--- src/rtl/alu_control_mc.sv ---
// EX-stage ALU control: decodes ALUOp/FuncCode into ALU_Cntrl and runs an
// iterative shift-add multiply, stalling the pipeline while it is in flight.
module alu_control_mc #(
    parameter int WIDTH = 32,
    parameter int CNT_W = $clog2(WIDTH) + 1
) (
    input  logic             clk,
    input  logic             rst_n,
    input  logic             valid_in,
    input  logic             flush,
    input  logic [1:0]       ALUOp,
    input  logic [2:0]       FuncCode,
    input  logic [WIDTH-1:0] src_a,
    input  logic [WIDTH-1:0] src_b,
    output logic [3:0]       ALU_Cntrl,
    output logic             is_mul,
    output logic             stall,
    output logic             mul_done,
    output logic [WIDTH-1:0] mul_result
);

    typedef enum logic [1:0] {
        S_IDLE,
        S_MUL,
        S_DONE
    } state_t;

    localparam logic [CNT_W-1:0] LAST_CNT = CNT_W'(WIDTH - 1);

    state_t           state_q, state_d;
    logic [WIDTH-1:0] a_q, a_d;
    logic [WIDTH-1:0] b_q, b_d;
    logic [WIDTH-1:0] acc_q, acc_d;
    logic [CNT_W-1:0] cnt_q, cnt_d;
    logic [WIDTH-1:0] res_q, res_d;
    logic             done_q, done_d;
    logic             start;

    always_comb begin
        ALU_Cntrl = 4'b0010;
        is_mul    = 1'b0;
        unique case (ALUOp)
            2'b00: ALU_Cntrl = 4'b0010;
            2'b01: ALU_Cntrl = 4'b0110;
            2'b10: begin
                unique case (FuncCode)
                    3'b000:  ALU_Cntrl = 4'b0010;
                    3'b001:  ALU_Cntrl = 4'b0110;
                    3'b010:  ALU_Cntrl = 4'b0000;
                    3'b011:  ALU_Cntrl = 4'b0001;
                    3'b100:  ALU_Cntrl = 4'b0111;
                    3'b101: begin
                        ALU_Cntrl = 4'b0010;
                        is_mul    = 1'b1;
                    end
                    default: ALU_Cntrl = 4'b0010;
                endcase
            end
            default: ALU_Cntrl = 4'b0010;
        endcase
    end

    assign start = valid_in & is_mul & ~flush;

    always_comb begin
        state_d = state_q;
        a_d     = a_q;
        b_d     = b_q;
        acc_d   = acc_q;
        cnt_d   = cnt_q;
        res_d   = res_q;
        done_d  = 1'b0;
        stall   = 1'b0;
        unique case (state_q)
            S_IDLE: begin
                if (start) begin
                    stall   = 1'b1;
                    a_d     = src_a;
                    b_d     = src_b;
                    acc_d   = '0;
                    cnt_d   = '0;
                    state_d = S_MUL;
                end
            end
            S_MUL: begin
                stall = 1'b1;
                if (flush) begin
                    state_d = S_IDLE;
                end else begin
                    if (b_q[0]) acc_d = acc_q + a_q;
                    a_d   = a_q << 1;
                    b_d   = b_q >> 1;
                    cnt_d = cnt_q + CNT_W'(1);
                    // Publish the sum including this final partial product.
                    if (cnt_q == LAST_CNT) begin
                        state_d = S_DONE;
                        res_d   = acc_d;
                        done_d  = 1'b1;
                    end
                end
            end
            S_DONE: begin
                state_d = S_IDLE;
            end
            default: state_d = S_IDLE;
        endcase
    end

    always_ff @(posedge clk or negedge rst_n) begin
        if (!rst_n) begin
            state_q <= S_IDLE;
            a_q     <= '0;
            b_q     <= '0;
            acc_q   <= '0;
            cnt_q   <= '0;
            res_q   <= '0;
            done_q  <= 1'b0;
        end else begin
            state_q <= state_d;
            a_q     <= a_d;
            b_q     <= b_d;
            acc_q   <= acc_d;
            cnt_q   <= cnt_d;
            res_q   <= res_d;
            done_q  <= done_d;
        end
    end

    assign mul_done   = done_q;
    assign mul_result = res_q;

endmodule

--- config.mk ---
export PLATFORM = sky130hd
export DESIGN_NAME = alu_control_mc
export DESIGN_NICKNAME = d
export VERILOG_FILES = /design/src/rtl/alu_control_mc.sv
export SDC_FILE = /design/constraint.sdc
export NUM_CORES = 1
export LEC_CHECK = 0
export ABC_AREA = 1
export CAP_MARGIN = 20
export CORE_ASPECT_RATIO = 1.4
export CORE_MARGIN = 2
export CORE_UTILIZATION = 43
export CTS_CLUSTER_DIAMETER = 50
export CTS_CLUSTER_SIZE = 28
export DETAILED_ROUTE_END_ITERATION = 10
export PLACE_DENSITY = 0.73
export SLEW_MARGIN = 30
export SYNTH_ARGS = -nofsm -noshare
export SYNTH_HDL_FRONTEND = slang
export SYNTH_SLANG_ARGS = --single-unit
export TNS_END_PERCENT = 1
--- constraint.sdc ---
create_clock -name clk -period 5.8 [get_ports clk]
set_clock_uncertainty 0.15 [all_clocks]
set_input_delay 1.16 -clock clk [delete_from_list [all_inputs] [get_ports clk]]
set_output_delay 1.16 -clock clk [all_outputs]
set_load 0.05 [all_outputs]
==> results of run 1 <==
[per-layer routing]
| metal | track usage (%) | wire (um) | vias up |
|---|---|---|---|
| met4 | 9.39 | 774 | 0 |
| met5 | 0 | 0 | - |
| met3 | 3.81 | 714 | 47 |
| li1 | - | - | 4054 |
| met2 | 38.4 | 11500 | 160 |
| met1 | 25.8 | 9100 | 3675 |
[metrics by stage]
stage	util, %	std cells
2_1_floorplan	-	1223
3_3_place_gp	49.7	1546
3_5_place_dp	49.7	1546
4_1_cts	52.9	1578
5_1_grt	52.9	1578
6_report	52.9	1578
[sequential cells by signal, summed over array words and instances (netlist names)]
| register | flops |
|---|---|
| mul_result | 32 |
| b_q | 32 |
| acc_q | 32 |
| a_q | 32 |
| mul_done | 1 |
| cnt_q | 6 |
| state_q | 2 |
[kinds of logic after synthesis]
| group | Yosys count | share of synthesized area (%) |
|---|---|---|
| compound gates | 181 | 12.6 |
| buf+inv | 242 | 11.5 |
| xor+xnor | 17 | 1.73 |
| simple gates | 610 | 29.1 |
| fa+ha+maj | 35 | 5.17 |
| other cells | 1 | 0.0436 |
| flops | 137 | 39.8 |
[where the power goes]
group | leakage (nW) | internal [mW] | switching, mW | total [mW]
clock | 0.309 | 0.712 | 0.454 | 1.17
sequential | 1.78 | 1.13 | 0.109 | 1.24
combinational | 3.33 | 0.457 | 0.793 | 1.25
total | 5.42 | 2.30 | 1.36 | 3.65
[cells in the final DEF, fill, tap and decap left out, drive strengths merged]
cell / synthesis / layout
a21o: 1 / 1
nor4: 1 / 1
nand4: 5 / 5
or2: 16 / 16
o211ai: 51 / 51
clkinvlp: 0 / 1
conb: 1 / 1
buf: 25 / 6
a22oi: 12 / 12
fa: 1 / 1
ha: 34 / 34
and2: 1 / 1
nor2: 54 / 54
xor2: 9 / 9
xnor2: 8 / 8
bufinv: 0 / 3
clkinv: 3 / 5
a21oi: 24 / 24
nand3: 98 / 98
nand3b: 1 / 1
dfrtp: 137 / 137
nand2: 431 / 431
clkdlybuf4s50: 0 / 109
a31oi: 2 / 2
nor3: 3 / 3
o21ai: 83 / 83
o22ai: 5 / 5
o21bai: 3 / 3
inv: 194 / 201
clkbuf: 20 / 20
[layout make-up]
class,count,area (um2)
clock inverters,13,181
repair buffers,116,1150
fillers,1937,9310
clock buffers,19,453
flip-flops and latches,137,3430
multi-input cells,844,4200
inverters,197,739
well taps,252,315
[worst max-delay path by stage]
| stage | start | end | slack [ns] | depth (start not counted) |
|---|---|---|---|---|
| 3_3_place_gp | ALUOp[0] | stall | 1.33 | 10 |
| 6_report | ALUOp[0] | stall | 1.31 | 10 |
| 4_1_cts | ALUOp[0] | stall | 1.30 | 10 |
| 5_1_grt | ALUOp[0] | stall | 1.16 | 10 |
| 2_1_floorplan | ALUOp[0] | ALU_Cntrl[0] | 1.43 | 3 |
| 3_5_place_dp | ALUOp[0] | stall | 1.30 | 10 |
[worst max-delay path, delay by kind of cell]
family                   cells  cell delay [ns]
buffers and inverters        3             1.29
AND/OR/NAND/NOR              6             0.58
adder cells (fa/ha/maj)      1             0.16
==> results.yml, run 1 <==
status:
  status: "finished clean"
worst_hold_path:
  hold_path_class: "flop to flop"
  holdPathStages: 2
  min_to: "mul_result[21]$_DFFE_PN0P_"
  min-delay-start: "mul_result[21]$_DFFE_PN0P_"
grt:
  grt.overflow.total: 0
  grt_use_total_pct: 21.8
  grt_start_max_net_pins: 104
  antenna_found_initial: 0
  first_global_vias: 7596
  grt_pass1_wl_um: 36200
routing:
  wire_per_inst_um: 14.0
  routed_wl_um: 22100
  first_iter_violations: 465
  first_pass_iters: 5
  detail_route.vias_per_cell: 5.03
  vias: 7936
  drc: 0
  drtAntennaViolNets: 0
clock_tree:
  clock_path_buffers: 2
  numCtsBuffers: 17
  clock_tree.root_cell: "clkbuf_16"
  cts_tree: "built"
  postCtsSetupBuffers: 0
  htreeDepth: 4
  cts.repair.resized: 0
  worst_skew_pair.late_latency_ns: 0.43
  cts_hold_buf: 0
  clk_pin_slew_ns: 0.06
  clock_sinks: 137
flow_run:
  drv_cap: 0
sta:
  fmax_mhz: 223
  slew_headroom_pct: 42.3
  maxSlewViolCount: 0
  finalHoldViolations: 0
  period_minus_slack_ns: 4.49
  fin_ws_ns: 1.31
  tightestPinTransition_ns: 0.865
  whs_ns: 0.328
  setup-violations-final: 0
  period_share_pct: 77.4
  rsz0062_at_grt: "false"
  tns_ns: 0
die:
  die_area_um2: 21200
  fp.dieW_um: 124
  start_util_pct: 43.6
  die_y_um: 171
  pin_count: 112
  num_rows: 61
  core_um2: 19800
worst_setup_path:
  crit_type: "primary input to primary output"
  path_cells: "clkdlybuf4s50_1, inv_1, ha_1, nand2_1, nor2_2, nand3b_1, nor2_1, nand2_2, nand2_1, clkdlybuf4s50_1"
  cp_max_fo: 4
  end_kind: "primary output"
  worst_ep_arrival_time_ns: 3.18
  crit-reg2reg-launch: "state_q[1]$_DFFE_PN0P_"
  start_kind: "primary input"
  r2r_slack_ns: 2.21
  critPathMaxStageDelay_ns: 0.79
  slowest_stage: "clkdlybuf4s50_1"
  critPathRequiredTime_ns: 4.49
  timing.rr.end: "acc_q[6]$_DFFE_PN0P_"
  rr_worst_depth: 9
synth:
  yosys-top-cells-area: "dfrtp_1 (40%), nand2_1 (19%), inv_1 (8.3%), nand3_1 (5.7%), ha_1 (4.9%)"
  netlist_area_um2: 8610
  synthArstFlopShare_pct: 100
  ys_warn_count: 0
  synth_edf_count: 0
  seq_area_frac_synth_pct: 39.8
  syn_nets: 1331
  synth_most_common_cell: "nand2_1"
  synth_ff_type: "dfrtp_1"
  synth_top_area_share_pct: 39.8
  syn_inst: 1223
  synth_area_leader_cell: "dfrtp_1"
  synth_area_per_cell_um2: 7.04
  ys_top_cells_by_count: "nand2_1 (429), inv_1 (191), dfrtp_1 (137), nand3_1 (98), o21ai_0 (83)"
  ys_ff_latch: 137
  synth.distinct_cells: 37
place:
  finalWeightedCongestion: 0.953
  placed_area_um2: 9830
  place_ws_ns: 1.30
  numPortBuffers: 110
  hpwl_um: 15900
pwr:
  vdd_drop_max_mv: 0.200
  finalPower_mw: 3.65
  p_leak_nw: 5.42
  power_per_cell_area_nw_per_um2: 349
cells_and_area:
  drive_gt1_share_pct: 4.90
  postLayoutCellArea_um2: 10500
  synthToLayoutAreaGrowth_pct: 21.5
  nets: 1421
  diodes: 0
(Power assumes the default switching activity.)
==> inputs of run 2 (changes only) <==
- clock period: 5.8 -> 4.3 ns (I/O delays scaled with it)
==> run 2 against run 1 <==
Non-clock buffer count up 1. Critical path type unchanged. Hold slack worse by 0.00059 ns. Largest cell class unchanged. Clock power is 22% higher. Final cell count is essentially flat. First-iteration DRC count down 1.5%. Power is 31% higher. Critical path depth fell by 5. Final area shrank 0.27%.
==> results.yml, run 2 (synthesized netlist as in run 1, its figures left out) <==
worst_setup_path:
  critPathRequiredTime_ns: 3.29
  rr_worst_depth: 12
  worst_ep_arrival_time_ns: 2.86
  critPathMaxStageDelay_ns: 0.86
  crit_type: "primary input to primary output"
  crit_family: "buffers and inverters"
  crit-reg2reg-launch: "a_q[0]$_DFFE_PN0P_"
  path_buf_inv: 3
  path_depth: 5
  slowest_stage: "clkdlybuf4s50_1"
  cp_common_cell: "clkdlybuf4s50_1"
  cp_max_fo: 3
  start_kind: "primary input"
  end_kind: "primary output"
  startpoint: "ALUOp[0]"
  path_cells: "clkdlybuf4s50_1, inv_1, ha_1, nor4_1, clkdlybuf4s50_1"
routing:
  drtAntennaViolNets: 0
  first_pass_iters: 5
  detail_route.vias_per_cell: 5.02
  drc: 0
  routed_wl_um: 22400
  vias: 7929
  first_iter_violations: 458
  wire_per_inst_um: 14.2
clock_tree:
  clock_path_buffers: 2
  clk_pin_slew_ns: 0.06
  cts_hold_buf: 0
  numCtsBuffers: 17
  clock_tree.root_cell: "clkbuf_16"
  worst_skew_pair.late_latency_ns: 0.44
  cts_tree: "built"
  postCtsSetupBuffers: 0
  cts.repair.resized: 0
  clock_sinks: 137
  htreeDepth: 4
cells_and_area:
  synthToLayoutAreaGrowth_pct: 21.2
  drive_gt1_share_pct: 5.05
  nets: 1422
  layout_common_cells: "nand2_1 (429), inv_1 (191), dfrtp_1 (137), clkdlybuf4s50_1 (108), nand3_1 (98)"
  diodes: 0
  nFillCells: 1908
  final_common_cell: "nand2_1"
  postLayoutCellArea_um2: 10400
pwr:
  pwr-share-comb_pct: 35.2
  clockPowerShare_pct: 29.8
  finalPower_mw: 4.79
  swShare_pct: 39.3
  vdd_drop_max_mv: 0.242
  power_per_cell_area_nw_per_um2: 459
  p_int_mw: 2.91
  p_leak_nw: 5.41
  netSwitchingPower_mw: 1.88
  sequentialPowerShare_pct: 35.0
place:
  placed_area_um2: 9860
  finalWeightedCongestion: 0.940
  numPortBuffers: 110
  place_ws_ns: 0.411
  hpwl_um: 16100
die:
  num_rows: 61
  die_y_um: 171
  pin_count: 112
  die_area_um2: 21200
  fp.dieW_um: 124
  core_um2: 19800
  start_util_pct: 43.6
sta:
  period_share_pct: 90.0
  period_minus_slack_ns: 3.87
  finalHoldViolations: 0
  tightestPinTransition_ns: 0.753
  slew_headroom_pct: 49.8
  fin_ws_ns: 0.429
  tns_ns: 0
  maxSlewViolCount: 0
  setup-violations-final: 0
  rsz0062_at_grt: "false"
  fmax_mhz: 258
status:
  status: "finished clean"
grt:
  grt_start_max_net_pins: 104
  grt.overflow.total: 0
  grt_pass1_wl_um: 37200
  grt_use_total_pct: 22.4
  first_global_vias: 7917
  antenna_found_initial: 0
flow_run:
  drv_cap: 0
worst_hold_path:
  hold_path_class: "primary input to async pin"
-- run 2: layout make-up --
class / count / area, um2 / area share, %
sequential: 137 / 3430 / 32.9
clock buffer: 17 / 425 / 4.08
clock inverter: 15 / 149 / 1.43
multi-input combinational: 844 / 4200 / 40.2
tap: 252 / 315 / 3.02
timing repair buffer: 117 / 1180 / 11.3
inverter: 197 / 739 / 7.09
-- run 2: final timing paths --
kind | to | slack, ns
max | ALU_Cntrl[0] | 0.43
min | a_q[11]$_DFFE_PN0P_ | 0.33
max reg2reg | mul_result[24]$_DFFE_PN0P_ | 1.78
min reg2reg | mul_result[0]$_DFFE_PN0P_ | 0.33
max in group asynchronous | mul_result[28]$_DFFE_PN0P_ | 2.89
min in group clk | mul_result[0]$_DFFE_PN0P_ | 0.33
-- run 2: worst reg2reg max path, cell delays in order, from the launching register on --
cell and delay, ns:
dfrtp_1 0.40, ha_1 0.26, fa_1 0.48, nand3_1 0.11, nand3_1 0.16, nand2_1 0.10, nand2_1 0.15, nand3_1 0.14
nand3_1 0.09, nand2_1 0.07, nand3_1 0.14, nand3_1 0.12, nand2_1 0.06
-- run 2: power by group through the flow --
stage                     clock network, mW  logic [mW]  registers [mW]
after floorplan                           0        1.26            1.64
after global placement                    0        1.65            1.69
after detailed placement                  0        1.68            1.70
after CTS                              1.46        1.69            1.68
after global routing                   1.51        1.95            1.70
final                                  1.43        1.69            1.68
-- run 2: per-layer routing --
| layer | part of all wire [%] | up-vias | global-route usage, % |
|---|---|---|---|
| met1 | 41 | 3645 | 25.4 |
| met3 | 3.1 | 49 | 3.28 |
| li1 | - | 4069 | - |
| met5 | 0 | - | 0 |
| met4 | 3.6 | 0 | 11.2 |
| met2 | 53 | 166 | 40.5 |
-- run 2: stage by stage --
stage          instances  util (%)  hold slack [ns]
6_report            1579      52.8            0.327
5_1_grt             1579      52.8            0.355
4_1_cts             1579      52.8            0.332
3_5_place_dp        1547      49.9            0.314
3_3_place_gp        1547      49.9            0.314
2_1_floorplan       1223         -            0.299
==> inputs of run 3 (changes only) <==
--- a/constraint.sdc
+++ b/constraint.sdc
@@ -4,2 +4,2 @@
 set_output_delay 0.86 -clock clk [all_outputs]
-set_load 0.05 [all_outputs]
+set_load 0.1 [all_outputs]
==> run 3 against run 2 <==
Critical path depth stayed put. First-iteration DRC count is 7.6% lower. Clock power is 6% higher. Sequential power hardly changed. Sequential share of layout area is 0.094 points lower. Global-route usage is 0.21 points lower. Critical path type unchanged. Largest cell class unchanged. Highest routed layer unchanged.
==> results.yml, run 3 (synthesized netlist as in run 1, its figures left out) <==
routing:
  first_pass_iters: 5
  drc: 0
  drtAntennaViolNets: 0
  wl_met3_um: 599
  routed_wl_um: 22100
  top_layer: "met4"
  detail_route.vias_per_cell: 4.99
  vias: 7894
  wire_per_inst_um: 14.0
  met1_length_um: 9260
  first_iter_violations: 423
  wl_met2_um: 11500
worst_setup_path:
  start_kind: "primary input"
  worst_ep_arrival_time_ns: 2.31
  slowest_stage: "clkdlybuf4s50_1"
  crit_family: "buffers and inverters"
  startpoint: "ALUOp[0]"
  crit_type: "primary input to primary output"
  critPathMaxStageDelay_ns: 0.48
  cp_max_fo: 3
  path_cells: "clkdlybuf4s50_1, inv_1, ha_1, nor4_2, buf_4"
  crit-reg2reg-launch: "a_q[0]$_DFFE_PN0P_"
  end_kind: "primary output"
  path_buf_inv: 3
  critPathRequiredTime_ns: 3.29
die:
  core_um2: 19800
  start_util_pct: 43.6
  num_rows: 61
  pin_count: 112
  die_area_um2: 21200
  fp.dieW_um: 124
  die_y_um: 171
pwr:
  p_leak_nw: 5.43
  power_per_cell_area_nw_per_um2: 467
  netSwitchingPower_mw: 1.86
  p_int_mw: 3.03
  swShare_pct: 38.1
  pwr-share-comb_pct: 34.7
  vdd_drop_max_mv: 0.312
  clockPowerShare_pct: 31.1
  sequentialPowerShare_pct: 34.2
cells_and_area:
  seq_area_um2: 3430
  nets: 1425
  postLayoutCellArea_um2: 10500
  final_common_cell: "nand2_1"
  diodes: 0
  final_core_util_pct: 52.9
  drive_gt1_share_pct: 5.56
  nFillCells: 1886
  synthToLayoutAreaGrowth_pct: 21.5
  multi_input_area_um2: 4200
  layout_common_cells: "nand2_1 (429), inv_1 (191), dfrtp_1 (137), clkdlybuf4s50_1 (103), nand3_1 (98)"
sta:
  tns_ns: 0
  period_share_pct: 77.3
  rsz0062_at_grt: "false"
  period_minus_slack_ns: 3.32
  tightestPinTransition_ns: 1.02
  fmax_mhz: 301
  maxSlewViolCount: 0
  whs_ns: 0.327
  setup-violations-final: 0
  slew_headroom_pct: 31.7
  finalHoldViolations: 0
worst_hold_path:
  min-delay-start: "mul_result[14]$_DFFE_PN0P_"
  hold_path_class: "flop to flop"
flow_run:
  drv_cap: 0
grt:
  grt_pass1_wl_um: 36800
  first_global_vias: 7802
  grt_use_total_pct: 22.2
  grt.overflow.total: 0
  grt_start_max_net_pins: 104
  antenna_found_initial: 0
place:
  placed_area_um2: 9860
  numPortBuffers: 110
  hpwl_um: 15900
  finalWeightedCongestion: 0.953
clock_tree:
  htreeDepth: 4
  postCtsSetupBuffers: 0
  clock_path_buffers: 2
  numCtsBuffers: 17
  cts.repair.resized: 0
  clk_pin_slew_ns: 0.06
  cts_tree: "built"
  worst_skew_pair.late_latency_ns: 0.43
  clock_sinks: 137
  clock_tree.root_cell: "clkbuf_16"
  cts_hold_buf: 0
status:
  status: "finished clean"
run 3: worst register-to-register path, delay by kind of cell, from the launching register on:
kind / cells / cell delay, ns
adder cells (fa/ha/maj): 2 / 0.75
AND/OR/NAND/NOR: 10 / 1.14
flip-flops: 1 / 0.40
run 3: power groups by stage:
stage	registers (mW)	clock network, mW	logic, mW
2_1_floorplan	1.64	0	1.27
3_3_place_gp	1.69	0	1.66
3_5_place_dp	1.69	0	1.69
4_1_cts	1.67	1.55	1.70
5_1_grt	1.70	1.59	1.95
6_report	1.67	1.52	1.70
run 3: cell type report:
cell class                 instances  area share (%)
clock inverter                    13            1.51
clock buffer                      19            4.23
multi-input combinational        844            40.2
timing repair buffer             120            11.3
sequential                       137            32.8
inverter                         197            7.07
tap                              252            3.01
run 3: metal layers:
| metal | track usage [%] | up-vias |
|---|---|---|
| met1 | 25.6 | 3652 |
| met2 | 39.6 | 138 |
| met3 | 3.81 | 47 |
| met4 | 10.4 | 0 |
| li1 | - | 4057 |
| met5 | 0 | - |
run 3: path summary, 6_finish.rpt:
kind	endpoint	slack, ns	cells past startpoint
worst max-delay path	ALU_Cntrl[0]	0.98	5
worst min-delay path	mul_result[14]$_DFFE_PN0P_	0.33	2
worst max register to register	mul_result[24]$_DFFE_PN0P_	1.75	12
worst min register to register	mul_result[14]$_DFFE_PN0P_	0.33	2
max in group asynchronous	a_q[4]$_DFFE_PN0P_	2.90	2
min in group asynchronous	mul_result[5]$_DFFE_PN0P_	0.36	1
run 3: stage by stage:
| stage | power [mW] | setup slack (ns) | instances |
|---|---|---|---|
| after global placement | 3.34 | 0.988 | 1550 |
| final | 4.89 | 0.976 | 1582 |
| after detailed placement | 3.38 | 0.919 | 1550 |
| after floorplan | 2.91 | 0.310 | 1223 |
| after global routing | 5.24 | 0.859 | 1582 |
| after CTS | 4.92 | 0.963 | 1582 |
